[src/rtl/cnn_pool_pkg.sv]
// Shared types and constants for the 2x2 pooling window feeder.
package cnn_pool_pkg;
  localparam int K          = 2;
  localparam int S          = 2;
  localparam int WIN        = K * S;
  localparam int DATA_WIDTH = 8;

  typedef logic [DATA_WIDTH-1:0] pixel_t;

  localparam int W_TL = 0;
  localparam int W_TR = 1;
  localparam int W_BL = 2;
  localparam int W_BR = 3;

  typedef enum logic [2:0] {
    IDLE,
    FILL_EVEN,
    PAIR_ODD,
    DRAIN,
    DONE
  } feeder_state_e;
endpackage

[src/rtl/pool_window_feeder_if.sv]
// Row stream in, 2x2 windows and pipeline controls out to the pooling layer.
interface pool_window_feeder_if
  import cnn_pool_pkg::*;
#(
  parameter int pooling_units = 32,
  parameter int data_width    = 8
);
  logic                  in_valid;
  logic                  in_ready;
  logic [data_width-1:0] in_data  [2*pooling_units];
  logic [data_width-1:0] win_data [pooling_units][WIN];
  logic                  in_pipe_en;
  logic                  out_pipe_en;
  logic                  ctrl_pool;
  logic                  pool_valid;

  modport master (
    input  in_valid, in_data,
    output in_ready, win_data, in_pipe_en, out_pipe_en, ctrl_pool, pool_valid
  );

  modport slave (
    output in_valid, in_data,
    input  in_ready, win_data, in_pipe_en, out_pipe_en, ctrl_pool, pool_valid
  );
endinterface

[src/rtl/pool_window_feeder_line_buf.sv]
// Even-row line buffer: one chunk-wide write port, one combinational read port.
module pool_line_buf #(
  parameter int NPX        = 64,
  parameter int DEPTH      = 8,
  parameter int data_width = 8,
  parameter int AW         = 3
) (
  input  logic                  clk,
  input  logic                  we,
  input  logic [AW-1:0]         waddr,
  input  logic [data_width-1:0] wdata [NPX],
  input  logic [AW-1:0]         raddr,
  output logic [data_width-1:0] rdata [NPX]
);
  logic [data_width-1:0] mem [DEPTH][NPX];

  always_ff @(posedge clk) begin
    if (we) mem[waddr] <= wdata;
  end

  assign rdata = mem[raddr];
endmodule

[src/rtl/pool_window_feeder.sv]
// Buffers even rows, pairs them with odd rows into 2x2 windows and sequences the pooling pipeline.
module pool_window_feeder
  import cnn_pool_pkg::*;
#(
  parameter int pooling_units = 32,
  parameter int data_width    = 8,
  parameter int MAX_CHUNKS    = 8,
  parameter int ROWP_W        = 8,
  localparam int CHW          = $clog2(MAX_CHUNKS + 1)
) (
  input  logic              clk,
  input  logic              nrst,
  input  logic              start,
  input  logic [CHW-1:0]    cfg_chunks,
  input  logic [ROWP_W-1:0] cfg_row_pairs,
  input  logic              cfg_mode,
  output logic              busy,
  output logic              done,
  pool_window_feeder_if.master bus
);
  localparam int NPX = 2 * pooling_units;
  localparam int AW  = (MAX_CHUNKS > 1) ? $clog2(MAX_CHUNKS) : 1;

  feeder_state_e         state_q;
  logic [CHW-1:0]        chunks_q, chunk_q, cfg_chunks_clamped;
  logic [ROWP_W-1:0]     rows_q, row_q, row_inc;
  logic                  busy_q, done_q, in_ready_q, ctrl_pool_q;
  logic                  in_pipe_q, out_pipe_q, pool_valid_q;
  logic [data_width-1:0] win_q    [pooling_units][WIN];
  logic [data_width-1:0] lb_rdata [NPX];
  logic                  xfer, wr_even, pair_odd, last_chunk;

  assign xfer       = bus.in_valid && in_ready_q;
  assign wr_even    = xfer && (state_q == FILL_EVEN);
  assign pair_odd   = xfer && (state_q == PAIR_ODD);
  assign last_chunk = (chunk_q == chunks_q - 1'b1);
  assign row_inc    = row_q + 1'b1;
  assign cfg_chunks_clamped = (cfg_chunks > CHW'(MAX_CHUNKS)) ? CHW'(MAX_CHUNKS) : cfg_chunks;

  pool_line_buf #(
    .NPX(NPX), .DEPTH(MAX_CHUNKS), .data_width(data_width), .AW(AW)
  ) u_line_buf (
    .clk  (clk),
    .we   (wr_even),
    .waddr(chunk_q[AW-1:0]),
    .wdata(bus.in_data),
    .raddr(chunk_q[AW-1:0]),
    .rdata(lb_rdata)
  );

  always_ff @(posedge clk or negedge nrst) begin
    if (!nrst) begin
      state_q      <= IDLE;
      chunks_q     <= '0;
      chunk_q      <= '0;
      rows_q       <= '0;
      row_q        <= '0;
      busy_q       <= 1'b0;
      done_q       <= 1'b0;
      in_ready_q   <= 1'b0;
      ctrl_pool_q  <= 1'b0;
      in_pipe_q    <= 1'b0;
      out_pipe_q   <= 1'b0;
      pool_valid_q <= 1'b0;
      for (int i = 0; i < pooling_units; i++)
        for (int w = 0; w < WIN; w++)
          win_q[i][w] <= '0;
    end else begin
      done_q       <= 1'b0;
      in_pipe_q    <= pair_odd;
      out_pipe_q   <= in_pipe_q;
      pool_valid_q <= out_pipe_q;
      // Windows are captured on the odd transfer and held until the next one.
      if (pair_odd) begin
        for (int i = 0; i < pooling_units; i++) begin
          win_q[i][W_TL] <= lb_rdata[2*i];
          win_q[i][W_TR] <= lb_rdata[2*i+1];
          win_q[i][W_BL] <= bus.in_data[2*i];
          win_q[i][W_BR] <= bus.in_data[2*i+1];
        end
      end
      case (state_q)
        IDLE: begin
          if (start) begin
            chunks_q    <= cfg_chunks_clamped;
            rows_q      <= cfg_row_pairs;
            ctrl_pool_q <= cfg_mode;
            busy_q      <= 1'b1;
            chunk_q     <= '0;
            row_q       <= '0;
            if (cfg_chunks == '0 || cfg_row_pairs == '0) begin
              state_q <= DONE;
              done_q  <= 1'b1;
            end else begin
              state_q    <= FILL_EVEN;
              in_ready_q <= 1'b1;
            end
          end
        end
        FILL_EVEN: begin
          if (wr_even) begin
            if (last_chunk) begin
              chunk_q <= '0;
              state_q <= PAIR_ODD;
            end else begin
              chunk_q <= chunk_q + 1'b1;
            end
          end
        end
        PAIR_ODD: begin
          if (pair_odd) begin
            if (last_chunk) begin
              chunk_q <= '0;
              row_q   <= row_inc;
              if (row_inc == rows_q) begin
                state_q    <= DRAIN;
                in_ready_q <= 1'b0;
              end else begin
                state_q <= FILL_EVEN;
              end
            end else begin
              chunk_q <= chunk_q + 1'b1;
            end
          end
        end
        // Leaving once in_pipe has cleared lines done up with the last pool_valid.
        DRAIN: begin
          if (!in_pipe_q) begin
            state_q <= DONE;
            done_q  <= 1'b1;
          end
        end
        DONE: begin
          state_q <= IDLE;
          busy_q  <= 1'b0;
        end
        default: begin
          state_q    <= IDLE;
          busy_q     <= 1'b0;
          in_ready_q <= 1'b0;
        end
      endcase
    end
  end

  assign busy            = busy_q;
  assign done            = done_q;
  assign bus.in_ready    = in_ready_q;
  assign bus.win_data    = win_q;
  assign bus.in_pipe_en  = in_pipe_q;
  assign bus.out_pipe_en = out_pipe_q;
  assign bus.pool_valid  = pool_valid_q;
  assign bus.ctrl_pool   = ctrl_pool_q;
endmodule
[src/flat_wrapper.sv]
// flat-port wrapper written by rule: the top's interface ports become plain ports
module pool_window_feeder_flat import cnn_pool_pkg::*;
#(
  parameter int pooling_units = 32,
  parameter int data_width    = 8,
  parameter int MAX_CHUNKS    = 8,
  parameter int ROWP_W        = 8,
  localparam int CHW          = $clog2(MAX_CHUNKS + 1)
)
  (clk, nrst, start, cfg_chunks, cfg_row_pairs, cfg_mode, busy, done, bus_in_valid, bus_in_data, bus_in_ready, bus_win_data, bus_in_pipe_en, bus_out_pipe_en, bus_ctrl_pool, bus_pool_valid);
  pool_window_feeder_if #(.pooling_units(pooling_units), .data_width(data_width)) bus_i ();
  input  logic clk;
  input  logic nrst;
  input  logic start;
  input  logic [CHW-1:0] cfg_chunks;
  input  logic [ROWP_W-1:0] cfg_row_pairs;
  input  logic cfg_mode;
  output logic busy;
  output logic done;
  input wire logic [$bits(bus_i.in_valid)-1:0] bus_in_valid;
  input wire logic [$bits(bus_i.in_data)-1:0] bus_in_data;
  output wire logic [$bits(bus_i.in_ready)-1:0] bus_in_ready;
  output wire logic [$bits(bus_i.win_data)-1:0] bus_win_data;
  output wire logic [$bits(bus_i.in_pipe_en)-1:0] bus_in_pipe_en;
  output wire logic [$bits(bus_i.out_pipe_en)-1:0] bus_out_pipe_en;
  output wire logic [$bits(bus_i.ctrl_pool)-1:0] bus_ctrl_pool;
  output wire logic [$bits(bus_i.pool_valid)-1:0] bus_pool_valid;
  assign bus_i.in_valid = bus_in_valid;
  assign bus_i.in_data = {>>{bus_in_data}};
  assign bus_in_ready = bus_i.in_ready;
  assign bus_win_data = {>>{bus_i.win_data}};
  assign bus_in_pipe_en = bus_i.in_pipe_en;
  assign bus_out_pipe_en = bus_i.out_pipe_en;
  assign bus_ctrl_pool = bus_i.ctrl_pool;
  assign bus_pool_valid = bus_i.pool_valid;
  pool_window_feeder #(.pooling_units(pooling_units), .data_width(data_width), .MAX_CHUNKS(MAX_CHUNKS), .ROWP_W(ROWP_W)) u_core (.clk(clk), .nrst(nrst), .start(start), .cfg_chunks(cfg_chunks), .cfg_row_pairs(cfg_row_pairs), .cfg_mode(cfg_mode), .busy(busy), .done(done), .bus(bus_i));
endmodule
[config.mk]
export PLATFORM = sky130hd
export DESIGN_NAME = pool_window_feeder_flat
export DESIGN_NICKNAME = d
export VERILOG_FILES = /design/src/rtl/cnn_pool_pkg.sv /design/src/rtl/pool_window_feeder_if.sv /design/src/rtl/pool_window_feeder_line_buf.sv /design/src/rtl/pool_window_feeder.sv /design/src/flat_wrapper.sv
export SDC_FILE = /design/constraint.sdc
export NUM_CORES = 2
export LEC_CHECK = 0
export BUFFER_PORTS_ARGS = -buffer_cell sky130_fd_sc_hd__clkbuf_2
export CAP_MARGIN = 20
export CORE_ASPECT_RATIO = 1.5
export CORE_MARGIN = 10
export CORE_UTILIZATION = 35
export CTS_CLUSTER_SIZE = 20
export DETAILED_ROUTE_END_ITERATION = 16
export PLACE_DENSITY = 0.54
export SYNTH_ARGS = -nofsm -noshare
export SYNTH_HDL_FRONTEND = slang
export SYNTH_SLANG_ARGS = --single-unit
[constraint.sdc]
create_clock -name clk -period 34.6 [get_ports clk]
set_input_delay 8.65 -clock clk [delete_from_list [all_inputs] [get_ports clk]]
set_output_delay 8.65 -clock clk [all_outputs]
set_load 0.05 [all_outputs]
* Word level (Yosys, flattened, before mapping)
Memory sizes are Yosys's and may differ from the RTL's. A register that Yosys moved wholly into a read port is not among the register bits.
Cells that the tools add are included.
** Storage, ports and cells
- Bits in registers :: 546
- Memory bits (writable) :: 4096
- Logic and storage cells :: 148
- Memories :: 1
** Memory list
- u_core.u_line_buf.mem :: depth 8, bits a word 512, read ports 1, clocked after Yosys merged registers in 1, wr ports 1, line pool_window_feeder_line_buf.sv:15 : logic [data_width-1:0] mem [DEPTH][NPX];
** Operators by class
- Add/subtract/negate cells :: 3
- $lt $le $gt $ge :: 1
- Equal/unequal tests :: 14
- Mux-type cells :: 33
- Bitwise gates (word level) :: 2
- Reductions and logical operators :: 18
** Operators with widths (count)
- $mux W8 :: 3
- $mux W3 :: 7
- $mux W4 :: 5
- $pmux W8 S2 :: 1
- $pmux W3 S4 :: 1
- $pmux W4 S3 :: 1
- $reduce_and A6 Y1 :: 2
- $mux W1 :: 11
- $ne A2 B2 Y1 const B :: 5
- $add A8 B1 Y8 const B :: 1
- $eq A8 B8 Y1 :: 1
- $logic_not A8 Y1 :: 1
- $reduce_and A4 Y1 :: 2
- $eq A3 B2 Y1 const B :: 2
- $ne A2 B1 Y1 const B :: 3
- $reduce_or A3 Y1 :: 2
- $add A4 B1 Y4 const B :: 1
- $eq A4 B4 Y1 :: 1
- $gt A4 B4 Y1 const B :: 1
- $logic_not A4 Y1 :: 1
- $pmux W1 S2 :: 2
- $reduce_and A2 Y1 :: 2
- $sub A4 B1 Y4 const B :: 1
- $eq A3 B1 Y1 const B :: 1
- 10 further kinds :: 13

* Depth between registers and ports, before layout
- Word-level depth :: 6
- Gate-level depth with buffers :: 9

* Hierarchy
Synthesis repeated with hierarchy kept, for this count alone.
** Second synthesis, totals
- Cell total of the unflattened synthesis :: 8283
- Area, all modules :: 193242.8 um^2
** By module, submodules not included
- pool_line_buf :: instances 1, cells an instance 5930, area an instance 153394.6 um^2, seq. area each 122998.0 um^2
- pool_window_feeder :: instances 1, cells an instance 2353, area an instance 39848.2 um^2, seq. area each 26475.4 um^2

* Worst setup path before layout
No wires, ideal clock.
- Path kind :: input to register
- Start point :: input start
- End point :: memory u_core.u_line_buf.mem[1][0] in the netlist's numbering, enable pin
- Arrival time :: 43.882 ns
- Required time :: 32.584 ns
- Path slack :: -11.298 ns
- Stages on the path :: 5
- Cells stage by stage :: nor2b_1 -> a311oi_1 -> a31oi_1 -> nand4_1 -> nor3_1
** RTL lines
- start, declared :: line flat_wrapper.sv:14 : input logic start;
- end, declared :: line pool_window_feeder_line_buf.sv:15

==> results by group <==
Finish
  – Layout cells sized above 1: 36.2%
  – Layout Nets: 11.1k
  – Most common cell after layout, fill and taps aside: edfxtp_1
  – Commonest non-fill, non-tap cells in the layout: 4096 x edfxtp_1, 1558 x clkbuf_2, 1055 x dfrtp_1, 1024 x mux4_2, 522 x mux2_2
  – Fill cell count: 48.1k
  – Final non-filler cell total: 18.2k
  – Area delta synth->final: 16.7%

Placement
  – RePlAce Congestion: 0.783
  – HPWL Detailed: 320 mm
  – I/O Buffers: 1559
  – Worst slack, placed: 18.74 ns
  – Inst Count DP: 17.3k

Critical path
  – Crit end category: flip-flop
  – CP Launch Type: input port
  – CP startpoint: start
  – Data arrival time of the worst path: 15.29 ns
  – Reg-to-reg endpoint: u_core.u_line_buf.mem[5][262]
  – R2R depth: 10
  – Crit-path max FO: 53
  – FF-to-FF Start: u_core.bus.in_pipe_en
  – Kind of critical path: input port to flip-flop
  – CP required: 35.24 ns
  – CP endpoint: u_core.u_line_buf.mem[5][262]
  – R2R Setup Slk: 27.11 ns

Power
  – NetSw: 7.00 mW
  – Clock network power share: 26.7%
  – Sequential Power Share: 42.1%
  – P_leak: 80.0 nW
  – Peak VDD IR: 0.0000805 V
  – Comb pwr share: 31.2%
  – PD cells: 88.0 mW/mm^2
  – Sw Share: 35.6%
  – Cell-internal power: 12.6 mW

Routing
  – Via count: 92.0k
  – Avg Vias per Cell: 5.06
  – DRT Pass-1 Iters: 5
  – Drt wl/cell: 27.5 um
  – Post-route ant nets: 0
  – Drt total wl: 501 mm
  – DRC viols: 0
  – Detailed Route Iter0 Violations: 6129

STA
  – Final Max Slew Viols: 0
  – Period minus WS final: 14.65 ns
  – Hold Violations, Final: 0
  – Setup violators final: 0
  – RSZ-0062 raised after global routing: no
  – Maximum clock frequency: 68.3 MHz
  – Tcrit/Tclk final: 42.3%
  – Worst-Margin Slew: 1.13 ns
  – Worst clock skew: 0.0731 ns
  – Slew margin rel.: 24.4%
  – Total Neg Setup Slack: 0 ns
  – Final worst slack: 19.95 ns

Clock tree
  – TritonCTS Buffers: 473
  – Max clock buf depth: 4
  – Clock Latency Late Sink: 1.02 ns
  – TritonCTS clock tree: built
  – Cts repair resizes: 0
  – Hold_buf cts: 0
  – CTS Sinks: 5154
  – Reg clk slew, reported paths: 0.06 ns
  – Htree depth: 5
  – CTS Root Cell: clkbuf_16
  – Post-CTS setup buffer count: 0

Yosys
  – Syn nets: 9383
  – Synthesized instance count: 8851
  – Seq cells post-synth: 5154
  – Syn avg cell area: 21.6 sq um
  – Total number of yosys warnings: 0
  – Largest area contributor in the netlist: edfxtp_1
  – Seq/Total Area, Yosys: 78.2%
  – Synth top area share: 64.3%
  – Share of synthesized registers carrying an async set or reset: 20.5%
  – Post-synth EDFFs: 4096
  – Synth cell types: 48
  – Ys flop type: edfxtp_1
  – Syn Std Cell Area: 0.191 sq mm
  – Ranking of synthesized cells by area: edfxtp_1 64%, dfrtp_1 14%, mux4_2 12%, mux2_2 3.1%, mux2i_1 2.7%

Global route
  – Largest net degree at the start of global routing: 172
  – Vias in the first global route: 99.7k
  – GR Overflow Total: 0
  – GRT Overall Usage: 16.8%
  – Global-route wire length before repair: 722 mm
  – Initial antenna violation count: 36

Floorplan
  – Full die area: 0.577 sq mm
  – Die H: 925 um
  – # rows: 332
  – Core region area: 0.545 sq mm
  – Die W: 623 um
  – I/O Pins: 1560
  – Initial Util: 35.1%

Job
  – Total of max-cap violations: 0

Status
  – Outcome: complete, no violations

Worst hold path
  – Min-Delay Path Class: flip-flop to flip-flop
state kept, by name, summed over array words and instances (netlist names), 3 cells and up:
| register | count |
|---|---|
| u_core.u_line_buf.mem | 4096 |
| u_core.bus.win_data | 1024 |
| u_core.row_q | 8 |
| u_core.rows_q | 8 |
| u_core.chunk_q | 4 |
| u_core.chunks_q | 4 |
| u_core.state_q | 3 |
logic make-up after synthesis:
family          count (synthesis)  synth area share (%)
buf+inv                       474                  1.16
compound gates                553                  1.48
mux                          2059                  17.8
xor+xnor                       18                0.0903
simple gates                  590                  1.22
fa+ha+maj                       3                0.0196
flops                        5154                  78.2
routing by layer:
metal	share of wire, %	global-route usage, %	vias to the layer above
li1	-	-	39200
met1	39	20.5	49700
met2	53	30.9	2438
met3	4.7	2.65	627
met4	2.6	4.22	4
met5	0.0054	0	-
area by class of cell:
type / instances / area, sq um / area share [%]
flip-flops and latches: 5154 / 149000 / 67.0
multi-input cells: 3223 / 39500 / 17.7
clock buffers: 646 / 13100 / 5.87
repair buffers: 1729 / 9450 / 4.24
well taps: 7181 / 8980 / 4.03
clock inverters: 244 / 2450 / 1.10
inverters: 6 / 22.5 / 0.0101
diodes: 5 / 12.5 / 0.00561
power by group through the flow:
stage / combinational (mW) / clock, mW / sequential [mW]
global route: 6.47 / 5.62 / 8.37
global placement: 6.22 / 0 / 8.34
detailed placement: 6.26 / 0 / 8.40
CTS: 6.28 / 5.38 / 8.28
floorplan: 2.54 / 0 / 10.4
finish: 6.12 / 5.24 / 8.27
cell usage after synthesis (19+ instances only):
cell / number
a21oi_1: 517
buf_1: 100
buf_2: 178
buf_4: 57
clkbuf_1: 132
dfrtp_1: 1058
edfxtp_1: 4096
mux2_2: 522
mux2i_1: 512
mux4_2: 1024
nand2_1: 19
nor2_1: 525
through the flow:
step           util (%)  power [mW]  area [sq um]  hold slack [ns]
2_1_floorplan         -        13.0        191000            0.473
6_report           41.0        19.6        223000            0.503
3_3_place_gp       38.1        14.6        207000            0.489
3_5_place_dp       38.1        14.7        207000            0.495
4_1_cts            40.9        19.9        223000            0.509
5_1_grt            41.0        20.5        223000            0.519
critical path: stages:
cell and delay, ns:
clkbuf_2 0.08, nor2b_1 0.29, a311oi_1 0.09, a31oi_1 0.35
nand4_1 0.48, nor2_4 0.71, buf_4 0.71, buf_4 0.69
buf_4 0.70, buf_4 0.79, buf_4 0.80, buf_4 0.62
worst min path at each step:
stage	from	end	slack [ns]	cells after the start
finish	u_core.bus.win_data[937]	u_core.bus.win_data[937]	0.50	1
global route	u_core.bus.win_data[672]	u_core.bus.win_data[672]	0.52	1
CTS	u_core.bus.win_data[425]	u_core.bus.win_data[425]	0.51	1
detailed placement	u_core.bus.win_data[303]	u_core.bus.win_data[303]	0.49	1
global placement	u_core.bus.win_data[1004]	u_core.bus.win_data[1004]	0.49	1
floorplan	u_core.chunks_q[1]	u_core.chunks_q[1]	0.47	2
Note: power is estimated with default switching activity, not from simulation.
